--- src/rtl/m_store_buffer_pkg.sv ---
// Shared store-op opcodes and lane-mask helper for the MEM-stage store buffer.
// Extends the existing DM_* opcode set with the doubleword store.
package m_store_buffer_pkg;

  localparam logic [2:0] DM_w = 3'd0;
  localparam logic [2:0] DM_h = 3'd1;
  localparam logic [2:0] DM_b = 3'd2;
  localparam logic [2:0] DM_d = 3'd3;

  function automatic logic [7:0] base_mask(input logic [2:0] op);
    logic [7:0] m;
    m = 8'h00;
    unique case (1'b1)
      op == DM_b: m = 8'h01;
      op == DM_h: m = 8'h03;
      op == DM_w: m = 8'h0F;
      op == DM_d: m = 8'hFF;
      default:    m = 8'h00;
    endcase
    return m;
  endfunction

endpackage

--- src/rtl/m_store_align.sv ---
// Store lane alignment: byte offset, data and op -> byte enables,
// lane-placed write data and the AdES illegal flag.
module m_store_align
  import m_store_buffer_pkg::*;
#(
  parameter  int DW = 32,
  localparam int NB = DW / 8,
  localparam int LB = $clog2(NB)
) (
  input  logic [LB-1:0] off,
  input  logic [DW-1:0] data,
  input  logic [2:0]    op,
  output logic [NB-1:0] byteen,
  output logic [DW-1:0] wdata,
  output logic          illegal
);

  logic [7:0]    mask_full;
  logic [NB-1:0] mask;
  logic [DW-1:0] dmask;
  logic [DW-1:0] data_m;

  always_comb begin
    illegal = 1'b1;
    unique case (1'b1)
      op == DM_b: illegal = 1'b0;
      op == DM_h: illegal = off[0];
      op == DM_w: illegal = |off[1:0];
      op == DM_d: illegal = (DW != 64) || (|off);
      default:    illegal = 1'b1;
    endcase
  end

  always_comb begin
    mask_full = base_mask(op);
    mask      = mask_full[NB-1:0];
    dmask     = '0;
    for (int i = 0; i < NB; i++) begin
      dmask[8*i +: 8] = {8{mask[i]}};
    end
    data_m = data & dmask;
  end

  // Illegal stores never enqueue, so zero their lanes outright.
  assign byteen = illegal ? '0 : NB'(mask << off);
  assign wdata  = illegal ? '0 : DW'(data_m << {off, 3'b000});

endmodule

--- src/rtl/m_store_buffer.sv ---
// MEM-stage store buffer: align, queue and drain stores over valid/ready.
// Optional STORE_MERGE_EN merges same-word stores into the youngest entry.
module m_store_buffer
  import m_store_buffer_pkg::*;
#(
  parameter  int DW    = 32,
  parameter  int DEPTH = 4,
  parameter  int AW    = 32,
  localparam int NB    = DW / 8,
  localparam int LB    = $clog2(NB),
  localparam int PW    = $clog2(DEPTH),
  localparam int CW    = PW + 1
) (
  input  logic          clk,
  input  logic          reset,
  input  logic          st_valid,
  output logic          st_ready,
  input  logic [AW-1:0] st_addr,
  input  logic [DW-1:0] st_data,
  input  logic [2:0]    st_op,
  output logic          st_exc,
  output logic          mem_valid,
  input  logic          mem_ready,
  output logic [AW-1:0] mem_addr,
  output logic [NB-1:0] mem_byteen,
  output logic [DW-1:0] mem_wdata,
  output logic [CW-1:0] count
);

  logic [PW-1:0] head_q, head_d;
  logic [PW-1:0] tail_q, tail_d;
  logic [CW-1:0] cnt_q, cnt_d;

  logic [AW-1:0] addr_q [DEPTH];
  logic [AW-1:0] addr_d [DEPTH];
  logic [NB-1:0] be_q   [DEPTH];
  logic [NB-1:0] be_d   [DEPTH];
  logic [DW-1:0] wd_q   [DEPTH];
  logic [DW-1:0] wd_d   [DEPTH];

  logic [NB-1:0] al_be;
  logic [DW-1:0] al_wd;
  logic          al_ill;
  logic [AW-1:0] waddr;
  logic          full;
  logic          empty;
  logic          accept;
  logic          do_push;
  logic          pop;

  m_store_align #(.DW(DW)) u_align (
    .off     (st_addr[LB-1:0]),
    .data    (st_data),
    .op      (st_op),
    .byteen  (al_be),
    .wdata   (al_wd),
    .illegal (al_ill)
  );

  assign waddr  = {st_addr[AW-1:LB], {LB{1'b0}}};
  assign full   = cnt_q == CW'(DEPTH);
  assign empty  = cnt_q == '0;
  assign st_exc = st_valid & al_ill;
  assign accept = st_valid & st_ready & ~al_ill;
  assign pop    = mem_valid & mem_ready;

`ifdef STORE_MERGE_EN
  logic [PW-1:0] young;
  logic          merge_hit;
  logic          do_merge;

  // The head is presented on the bus, so only a non-head youngest merges.
  assign young     = tail_q - PW'(1);
  assign merge_hit = st_valid & ~al_ill & (cnt_q >= CW'(2))
                   & (addr_q[young] == waddr);
  assign st_ready  = ~full | merge_hit;
  assign do_merge  = accept & merge_hit;
  assign do_push   = accept & ~merge_hit;
`else
  assign st_ready  = ~full;
  assign do_push   = accept;
`endif

  always_comb begin
    head_d = head_q;
    tail_d = tail_q;
    cnt_d  = cnt_q;
    addr_d = addr_q;
    be_d   = be_q;
    wd_d   = wd_q;
    if (do_push) begin
      addr_d[tail_q] = waddr;
      be_d[tail_q]   = al_be;
      wd_d[tail_q]   = al_wd;
      tail_d         = tail_q + PW'(1);
    end
`ifdef STORE_MERGE_EN
    if (do_merge) begin
      be_d[young] = be_q[young] | al_be;
      for (int i = 0; i < NB; i++) begin
        if (al_be[i]) wd_d[young][8*i +: 8] = al_wd[8*i +: 8];
      end
    end
`endif
    if (pop) head_d = head_q + PW'(1);
    unique case ({do_push, pop})
      2'b10:   cnt_d = cnt_q + CW'(1);
      2'b01:   cnt_d = cnt_q - CW'(1);
      default: cnt_d = cnt_q;
    endcase
  end

  always_ff @(posedge clk) begin
    if (reset) begin
      head_q <= '0;
      tail_q <= '0;
      cnt_q  <= '0;
    end else begin
      head_q <= head_d;
      tail_q <= tail_d;
      cnt_q  <= cnt_d;
    end
  end

  always_ff @(posedge clk) begin
    addr_q <= addr_d;
    be_q   <= be_d;
    wd_q   <= wd_d;
  end

  assign mem_valid  = ~empty;
  assign mem_addr   = empty ? '0 : addr_q[head_q];
  assign mem_byteen = empty ? '0 : be_q[head_q];
  assign mem_wdata  = empty ? '0 : wd_q[head_q];
  assign count      = cnt_q;

endmodule

--- config.mk ---
export PLATFORM = sky130hd
export DESIGN_NAME = m_store_buffer
export DESIGN_NICKNAME = d
export VERILOG_FILES = /design/src/rtl/m_store_buffer_pkg.sv /design/src/rtl/m_store_align.sv /design/src/rtl/m_store_buffer.sv
export SDC_FILE = /design/constraint.sdc
export NUM_CORES = 1
export LEC_CHECK = 0
export CAP_MARGIN = 20
export CORE_ASPECT_RATIO = 1.4
export CORE_UTILIZATION = 55
export DETAILED_ROUTE_END_ITERATION = 6
export PLACE_DENSITY_LB_ADDON = 0.25
export SYNTH_ARGS = -nofsm -noshare
export SYNTH_HDL_FRONTEND = slang
export SYNTH_SLANG_ARGS = --single-unit
export TNS_END_PERCENT = 20
--- constraint.sdc ---
create_clock -name clk -period 6.36 [get_ports clk]
set_input_delay 1.59 -clock clk [delete_from_list [all_inputs] [get_ports clk]]
set_output_delay 1.59 -clock clk [all_outputs]
set_load 0.01 [all_outputs]
Yosys cells after proc, flatten, opt, wreduce, memory -nomap -nowiden
Index checks and enable logic that the tools add are counted.
{"block": "totals", "register_bits": 279, "in_bits": 71, "output_inout_bits": 74, "word_cells": 69}
{"block": "op_classes", "add_sub_neg": 4, "n_lt_le_gt_ge": 3, "eq_ne": 6, "shift": 2, "muxes": 24, "n_bitwise": 10, "n_reduce_logical": 5}
{"cell": "128-bit bitwise mux", "count": 2}
{"cell": "32-bit two-way mux", "count": 8}
{"cell": "32-bit binary-select mux with 2-bit select", "count": 2}
{"cell": "32-bit demux with 2-bit select", "count": 1}
{"cell": "32-bit AND", "count": 1}
{"cell": "32-bit by 5-bit left shift with 32-bit output", "count": 1}
{"cell": "4-bit two-way mux", "count": 5}
{"cell": "16-bit bitwise mux", "count": 1}
{"cell": "4-bit case mux with 4 select lines", "count": 1}
{"cell": "4-bit binary-select mux with 2-bit select", "count": 1}
{"cell": "4-bit demux with 2-bit select", "count": 1}
{"cell": "3-bit by 2-bit == test with 1-bit output, second input constant", "count": 2}
{"cell": "3-bit >= comparator, second input constant", "count": 2}
{"cell": "3-bit zero test", "count": 2}
{"cell": "2-bit inverter with 3-bit output", "count": 2}
{"cell": "3-bit case mux with 2 select lines", "count": 1}
{"cell": "2-bit by 1-bit adder with 2-bit output, second input constant", "count": 2}
{"cell": "1-bit AND", "count": 4}
{"cell": "4-bit by 2-bit left shift with 4-bit output", "count": 1}
{"cell": "3-bit by 1-bit adder with 3-bit output, second input constant", "count": 1}
{"cell": "3-bit by 1-bit == test with 1-bit output, second input constant", "count": 1}
{"cell": "3-bit == test, second input constant", "count": 1}
{"cell": "3-bit by 1-bit less-than comparator with 1-bit output, second input constant", "count": 1}
{"cell": "1-bit inverter", "count": 3}
{"cell": "7 further kinds", "count": 7}

Longest topological paths before layout
Gate-level depths: netlist (run 1).
{"block": "logic_depth", "depth_word": 6, "mapped_depth": 10}

Modules after synthesis
A second synthesis (run 1) with hierarchy kept.
{"block": "unflattened", "hier_cells": 633, "area_unflattened_um2": 11431.0}
{"module": "m_store_buffer", "n_inst": 1, "cells_per_inst": 473, "area_each_um2": 10423.7, "seq_area_each_um2": 8067.7}
{"module": "m_store_align", "n_inst": 1, "cells_per_inst": 160, "area_each_um2": 1007.2, "seq_area_each_um2": 0.0}

Worst setup path before layout (run 1)
OpenSTA, ideal clock, no wires.
{"block": "synth_path", "path_type": "input -> register", "startpoint": "input port st_op[1]", "endpoint": "register addr_q[100] (netlist bit), enable pin", "arrival_time_ps": 3923, "required_time_ps": 5929, "setup_slack_ps": 2006, "cell_stages": 4, "n_path_buf": 1, "path_cell_list": "clkbuf_2 > and2_4 > nor4_4 > and2_1"}
{"block": "synth_between", "elab_chain_cells": 4}
{"item": "start: declaration", "line_no": "m_store_buffer.sv:20", "text": "input logic [2:0] st_op,"}
{"item": "3-bit by 1-bit == test with 1-bit output, or another cell as far along", "line_no": "m_store_align.sv:27", "text": "op == DM_h: illegal = off[0];"}
{"item": "1-bit case mux with 3 select lines (*)", "line_no": "m_store_align.sv:25", "text": "unique case (1'b1)"}
{"item": "1-bit inverter (*)", "line_no": "m_store_buffer.sv:64", "text": "assign accept = st_valid & st_ready & ~al_ill;"}
{"item": "1-bit AND (*)", "line_no": "m_store_buffer.sv:64"}
{"item": "end signal: assignment", "line_no": "m_store_buffer.sv:126", "text": "addr_q <= addr_d;"}
{"item": "end: declaration", "line_no": "m_store_buffer.sv:34", "text": "logic [AW-1:0] addr_q [DEPTH];"}
Every way passes the cells marked *; elsewhere a longest branch is shown, timed or not.
A chain may end at the register's enable or synchronous reset.

Worst setup path after layout (run 1)
{"block": "layout_path", "startpoint": "input port st_addr[0]", "endpoint": "output port st_exc"}
{"block": "layout_between", "elab_chain_cells": 3}
{"item": "start: declaration", "line_no": "m_store_buffer.sv:18", "text": "input logic [AW-1:0] st_addr,"}
{"item": "2-bit OR reduction", "line_no": "m_store_align.sv:28", "text": "op == DM_w: illegal = |off[1:0];"}
{"item": "1-bit case mux with 3 select lines (*)", "line_no": "m_store_align.sv:25"}
{"item": "1-bit AND (*)", "line_no": "m_store_buffer.sv:63", "text": "assign st_exc = st_valid & al_ill;"}
{"item": "end: declaration", "line_no": "m_store_buffer.sv:21", "text": "output logic st_exc,"}
Marked as above.

==> flow_summary.toml, run 1 <==
[cts]
cts.sinks = 271
numCtsBuffers = 25
cts_setup_buffers = 0
cts-root-buf = "clkbuf_16"
tritoncts = "yes"
insertion_delay_ns = 0.52
cts_max_level = 1
cts.clk_slew.worst_paths_ns = 0.06
clockBufferDepth = 3
post_cts_resized = 0
cts_hold_buffers = 0

[power_and_ir_drop]
irDropWorstVdd_mv = 0.215
power.total_mw = 4.47
power.density_nw_per_um2 = 325
power_leakage_nw = 4.48

[drt]
ant_nets = 0
drt_iter0_markers = 336
wl_per_cell_um = 21.7
wl_met2_um = 12100
via_count = 5963
drt-pass1-iter-count = 5
viasPerCell = 5.72
met3WireLength_um = 1210
wl_um = 22700
drc = 0
top_layer = "met4"
wl_met1_um = 9030

[worst_setup_path]
endpoint_kind = "output port"
crit_type = "input port to output port"
cp-start-kind = "input port"
cp.required_ns = 4.77
worstPathArrival_ns = 3.63
crit_fanout = 32

[grt]
antenna_found_initial = 0
grt_start_max_net_pins = 70
grt_pass1_vias = 6454
overflow = 0
globalRouteTotalUtil_pct = 22.3
grt_pass1_wl_um = 35100

[synthesis]
synth_area_leader_cell = "edfxtp_1"
synthCells = 632
yosys.area.top_type_share_pct = 69.7
syn_area_um2 = 11400
synth_warnings = 0
synth_area_leaders = "edfxtp_1 (70%), mux4_2 (13%), and2_1 (4.3%), a21oi_1 (1.3%), dfxtp_1 (1.2%)"
syn_area_per_cell_um2 = 18.0
yosysSeqAreaShare_pct = 71.0
yosysUniqueCellTypes = 39
ys_seq_elements = 271

[outcome]
status = "finished, final reports clean"

[floorplan]
num_io_pins = 145
initial_core_util_pct = 56.6
fp.coreArea_um2 = 20100
rows = 61
dieHeight_um = 172
die_w_um = 124
die_area_um2 = 21300

[timing]
finalCriticalPeriod_ns = 5.22
worst_pin_slew_ns = 0.990
rsz0062_at_grt = "false"
slew_headroom_pct = 34.0
fin_ws_ns = 1.14
setup_tns_ns = 0
finalSetupViolations = 0
finalHoldViolations = 0
finClkSkew_ns = 0.0182
fmax_mhz = 191
post-route-period-util_pct = 82.1
maxSlewViolCount = 0

[layout]
drive_above_1_share_pct = 15.8
areaGrowthSynthToFinish_pct = 21.0
nNetsFinal = 851
fin_area_um2 = 13800
diodes = 0

[placement]
dpl-instance-area_um2 = 13000
io_buffers = 142
hpwl_um = 14500
place_ws_ns = 1.16
place_congestion = 0.854

[flow_run]
maxCapViolCount = 0

[min_path]
hold_class = "flop to flop"
==> Yosys cell counts <==
cell type,instances
mux2_4,1
nor3_1,12
inv_2,1
o31a_1,1
o22ai_1,8
fa_1,1
inv_1,14
clkbuf_2,1
buf_1,4
or2_2,1
and2_4,1
buf_2,11
buf_12,3
ha_1,5
and2_1,79
xnor2_1,1
o21ai_0,10
nand3_1,3
nor2_1,24
mux4_2,66
mux2i_1,9
a221oi_1,8
nor3_2,2
clkbuf_1,15
buf_6,2
nor2b_1,7
or3b_2,1
and2b_1,3
buf_4,5
nand2_1,10
nor4_4,2
edfxtp_1,264
conb_1,1
or3_1,2
dfxtp_1,7
a21o_1,1
xor2_1,4
a21oi_1,30
nand2b_1,12
==> cells in the final DEF (no fill, tap or decap), types with 7 or more instances in the layout <==
master and count:
mux2i_1 9, buf_4 8, and2_1 75, edfxtp_1 264, a221oi_1 8, nor3_1 12
mux4_2 66, nor2_1 24, clkbuf_1 9, nand2b_1 12, inv_1 14, nor2b_1 7
nand2_1 10, a21oi_1 30, clkbuf_16 26, clkdlybuf4s50_1 142, o21ai_0 10, o22ai_1 8
==> stage by stage <==
step / hold slack, ns / utilization [%] / cells
global placement: 0.493 / 64.8 / 998
detailed placement: 0.526 / 64.8 / 998
CTS: 0.534 / 68.4 / 1042
floorplan: 0.482 / - / 633
finish: 0.531 / 68.5 / 1043
global route: 0.550 / 68.5 / 1043
==> area by class of cell <==
type / count / area, µm²
Sequential cell: 271 / 8070
Fill cell: 1309 / 6310
Multi-Input combinational cell: 306 / 3010
Timing Repair Buffer: 155 / 1580
Clock buffer: 35 / 684
Tap cell: 252 / 315
Inverter: 15 / 56.3
Clock inverter: 9 / 42.5
==> sequential cells by signal, indices dropped and copies added, names as in the netlist <==
register	cells
addr_q	120
be_q	16
count	3
head_q	2
tail_q	2
wd_q	128
==> power by group <==
group | internal (mW) | switching, mW
registers | 1.99 | 0.0769
logic | 0.619 | 0.443
clock network | 0.748 | 0.591
total | 3.36 | 1.11
==> worst paths after layout <==
check	from	endpoint	slack (ns)	cells past startpoint
setup / recovery	st_addr[0]	st_exc	1.14	6
hold / removal	tail_q[1]	tail_q[1]	0.53	2
setup reg to reg	count[0]	count[2]	3.71	9
hold reg to reg	tail_q[1]	tail_q[1]	0.53	2
==> cell families (layout without fill, tap and decap cells) <==
| logic type | after synthesis | in the layout | share of synthesized area [%] |
|---|---|---|---|
| compound gates | 58 | 58 | 2.96 |
| xor+xnor | 5 | 5 | 0.385 |
| fa+ha+maj | 6 | 6 | 0.726 |
| buf+inv | 56 | 214 | 2.71 |
| flops | 271 | 271 | 71.0 |
| mux | 76 | 76 | 14.0 |
| other cells | 1 | 2 | 0.0330 |
| simple gates | 159 | 159 | 8.24 |
==> per-layer routing <==
| layer | vias up | GRT usage, % |
|---|---|---|
| met4 | 0 | 6.02 |
| met2 | 177 | 39.6 |
| met1 | 3023 | 28.5 |
| met5 | - | 0 |
| met3 | 27 | 3.03 |
| li1 | 2736 | - |
==> worst max-delay path: stages <==
cell and delay (ns):
clkdlybuf4s50_1 0.45, buf_4 0.32, inv_2 0.18, a21oi_1 0.34
o31a_1 0.19, clkdlybuf4s50_1 0.55
(Power assumes the default switching activity.)
==> run 2: changes to the inputs <==
--- a/config.mk
+++ b/config.mk
@@ -7,7 +7,7 @@
 export LEC_CHECK = 0
 export CAP_MARGIN = 20
 export CORE_ASPECT_RATIO = 1.4
-export CORE_UTILIZATION = 55
+export CORE_UTILIZATION = 50
 export DETAILED_ROUTE_END_ITERATION = 6
 export PLACE_DENSITY_LB_ADDON = 0.25
 export SYNTH_ARGS = -nofsm -noshare
==> constraint.sdc (replaced) <==
create_clock -name clk -period 4.6 [get_ports clk]
set_input_delay 1.15 -clock clk [delete_from_list [all_inputs] [get_ports clk]]
set_output_delay 1.15 -clock clk [all_outputs]
set_load 0.01 [all_outputs]
==> run 2 against run 1 <==
Effect of this change:
- critical path depth is 2 lower
- sequential cell count stayed put
- sequential power is 36% higher
- die area is 9.9% higher
- clock skew is 0.0016 ns lower
==> flow_summary.toml, run 2 (synthesis gave the netlist of run 1 again) <==
[outcome]
status = "finished, final reports clean"

[placement]
place_congestion = 0.933
hpwl_um = 15200
dpl-instance-area_um2 = 13200
io_buffers = 142
place_ws_ns = 0.693

[layout]
diodes = 0
areaGrowthSynthToFinish_pct = 23.0
fin_area_um2 = 14000
final_common_cell = "edfxtp_1"
seq_area_um2 = 8080
final_cell_mix = "edfxtp_1 (264), clkdlybuf4s50_1 (142), and2_1 (75), mux4_2 (66), a21oi_1 (30)"
final_core_util_pct = 63.3
top_register = "wd_q"
drive_above_1_share_pct = 17.1
nNetsFinal = 856
multi_input_area_um2 = 3010
largest_reg_flops = 128
fillers = 1589
reg_top3 = "wd_q: 128 flops, addr_q: 120 flops, be_q: 16 flops"

[timing]
finalHoldViolations = 0
finalCriticalPeriod_ns = 3.99
finalSetupViolations = 0
worst_pin_slew_ns = 0.939
finClkSkew_ns = 0.0167
fin_ws_ns = 0.614
rsz0062_at_grt = "false"
maxSlewViolCount = 0
setup_tns_ns = 0
slew_headroom_pct = 36.8
fmax_mhz = 251
post-route-period-util_pct = 86.7

[grt]
overflow = 0
grt.met1_usage_pct = 26.9
globalRouteTotalUtil_pct = 21.0
grt-busiest-layer = "met2"
grt_start_max_net_pins = 68
grt_pass1_vias = 6519
antenna_found_initial = 0
met2_usage_pct = 37.5
grt_pass1_wl_um = 36600
met3_usage_pct = 2.38

[cts]
cts-root-buf = "clkbuf_16"
tritoncts = "yes"
cts.sinks = 271
cts_max_level = 1
insertion_delay_ns = 0.52
post_cts_resized = 0
clockBufferDepth = 3
numCtsBuffers = 25
cts.clk_slew.worst_paths_ns = 0.06
cts_setup_buffers = 0
cts_hold_buffers = 0

[floorplan]
initial_core_util_pct = 51.4
die_area_um2 = 23400
dieHeight_um = 180
fp.coreArea_um2 = 22100
num_io_pins = 145
rows = 64
die_w_um = 129

[worst_setup_path]
cp-start-kind = "flop"
crit_type = "flop to output port"
endpoint_kind = "output port"
worstPathArrival_ns = 2.84
cp.required_ns = 3.45
crit_fanout = 31

[drt]
drt_iter0_markers = 378
via_count = 6103
wl_per_cell_um = 21.7
viasPerCell = 5.59
drt-pass1-iter-count = 5
wl_um = 23700
drc = 0
ant_nets = 0

[power_and_ir_drop]
pwr-share-comb_pct = 23.8
power.total_mw = 6.43
irDropWorstVdd_mv = 0.291
p_clk_share_pct = 32.3
power.density_nw_per_um2 = 460
p_int_mw = 4.84
power_leakage_nw = 4.55
p_switching_mw = 1.59
p_seq_share_pct = 43.9
netSwitchingFraction_pct = 24.7

[min_path]
hold_class = "flop to flop"

[flow_run]
maxCapViolCount = 0
[run 2: cell count changes in the layout (fill, tap and decap cells not counted), sizes merged]
cell | previous run | this run
clkinvlp | 0 | 3
clkbuf | 35 | 25
bufinv | 0 | 4
clkinv | 8 | 10
buf | 13 | 18
[run 2: power groups by stage]
| stage | Clock, mW | Sequential, mW | Combinational (mW) |
|---|---|---|---|
| floorplan | 0 | 2.82 | 0.913 |
| global placement | 0 | 2.88 | 1.52 |
| finish | 2.07 | 2.82 | 1.53 |
| CTS | 2.11 | 2.83 | 1.56 |
| global route | 2.18 | 2.84 | 1.65 |
| detailed placement | 0 | 2.88 | 1.55 |
[run 2: layout make-up]
| type | count | area share (%) |
|---|---|---|
| clock buffer | 25 | 4.47 |
| clock inverter | 18 | 1.46 |
| inverter | 15 | 0.403 |
| multi-input combinational | 306 | 21.5 |
| sequential | 271 | 57.7 |
| tap | 297 | 2.66 |
| timing repair buffer | 160 | 11.8 |
[run 2: critical path, stage by stage (launching register included)]
cell	delay, ns
dfxtp_4	0.76
buf_4	0.37
mux4_2	0.54
and2_1	0.17
clkdlybuf4s50_1	0.47
[run 2: stage by stage]
stage	hold WS, ns	cells
after floorplan	0.482	633
after global placement	0.493	1048
after detailed placement	0.524	1049
after CTS	0.533	1092
after global routing	0.555	1092
final	0.555	1092
[run 2: path summary, 6_finish.rpt]
path / start / to / slack (ns) / cells past startpoint
setup / recovery: head_q[0] / mem_wdata[1] / 0.61 / 4
hold / removal: tail_q[1] / tail_q[1] / 0.55 / 2
setup reg to reg: count[0] / count[2] / 1.89 / 9
hold reg to reg: tail_q[1] / tail_q[1] / 0.55 / 2
[run 2: metal layers]
layer	wire (µm)	share of wire [%]	up-vias
met3	1170	5.0	43
met2	12500	53	223
li1	-	-	2747
met5	0	0	-
met1	9440	40	3090
met4	567	2.4	0
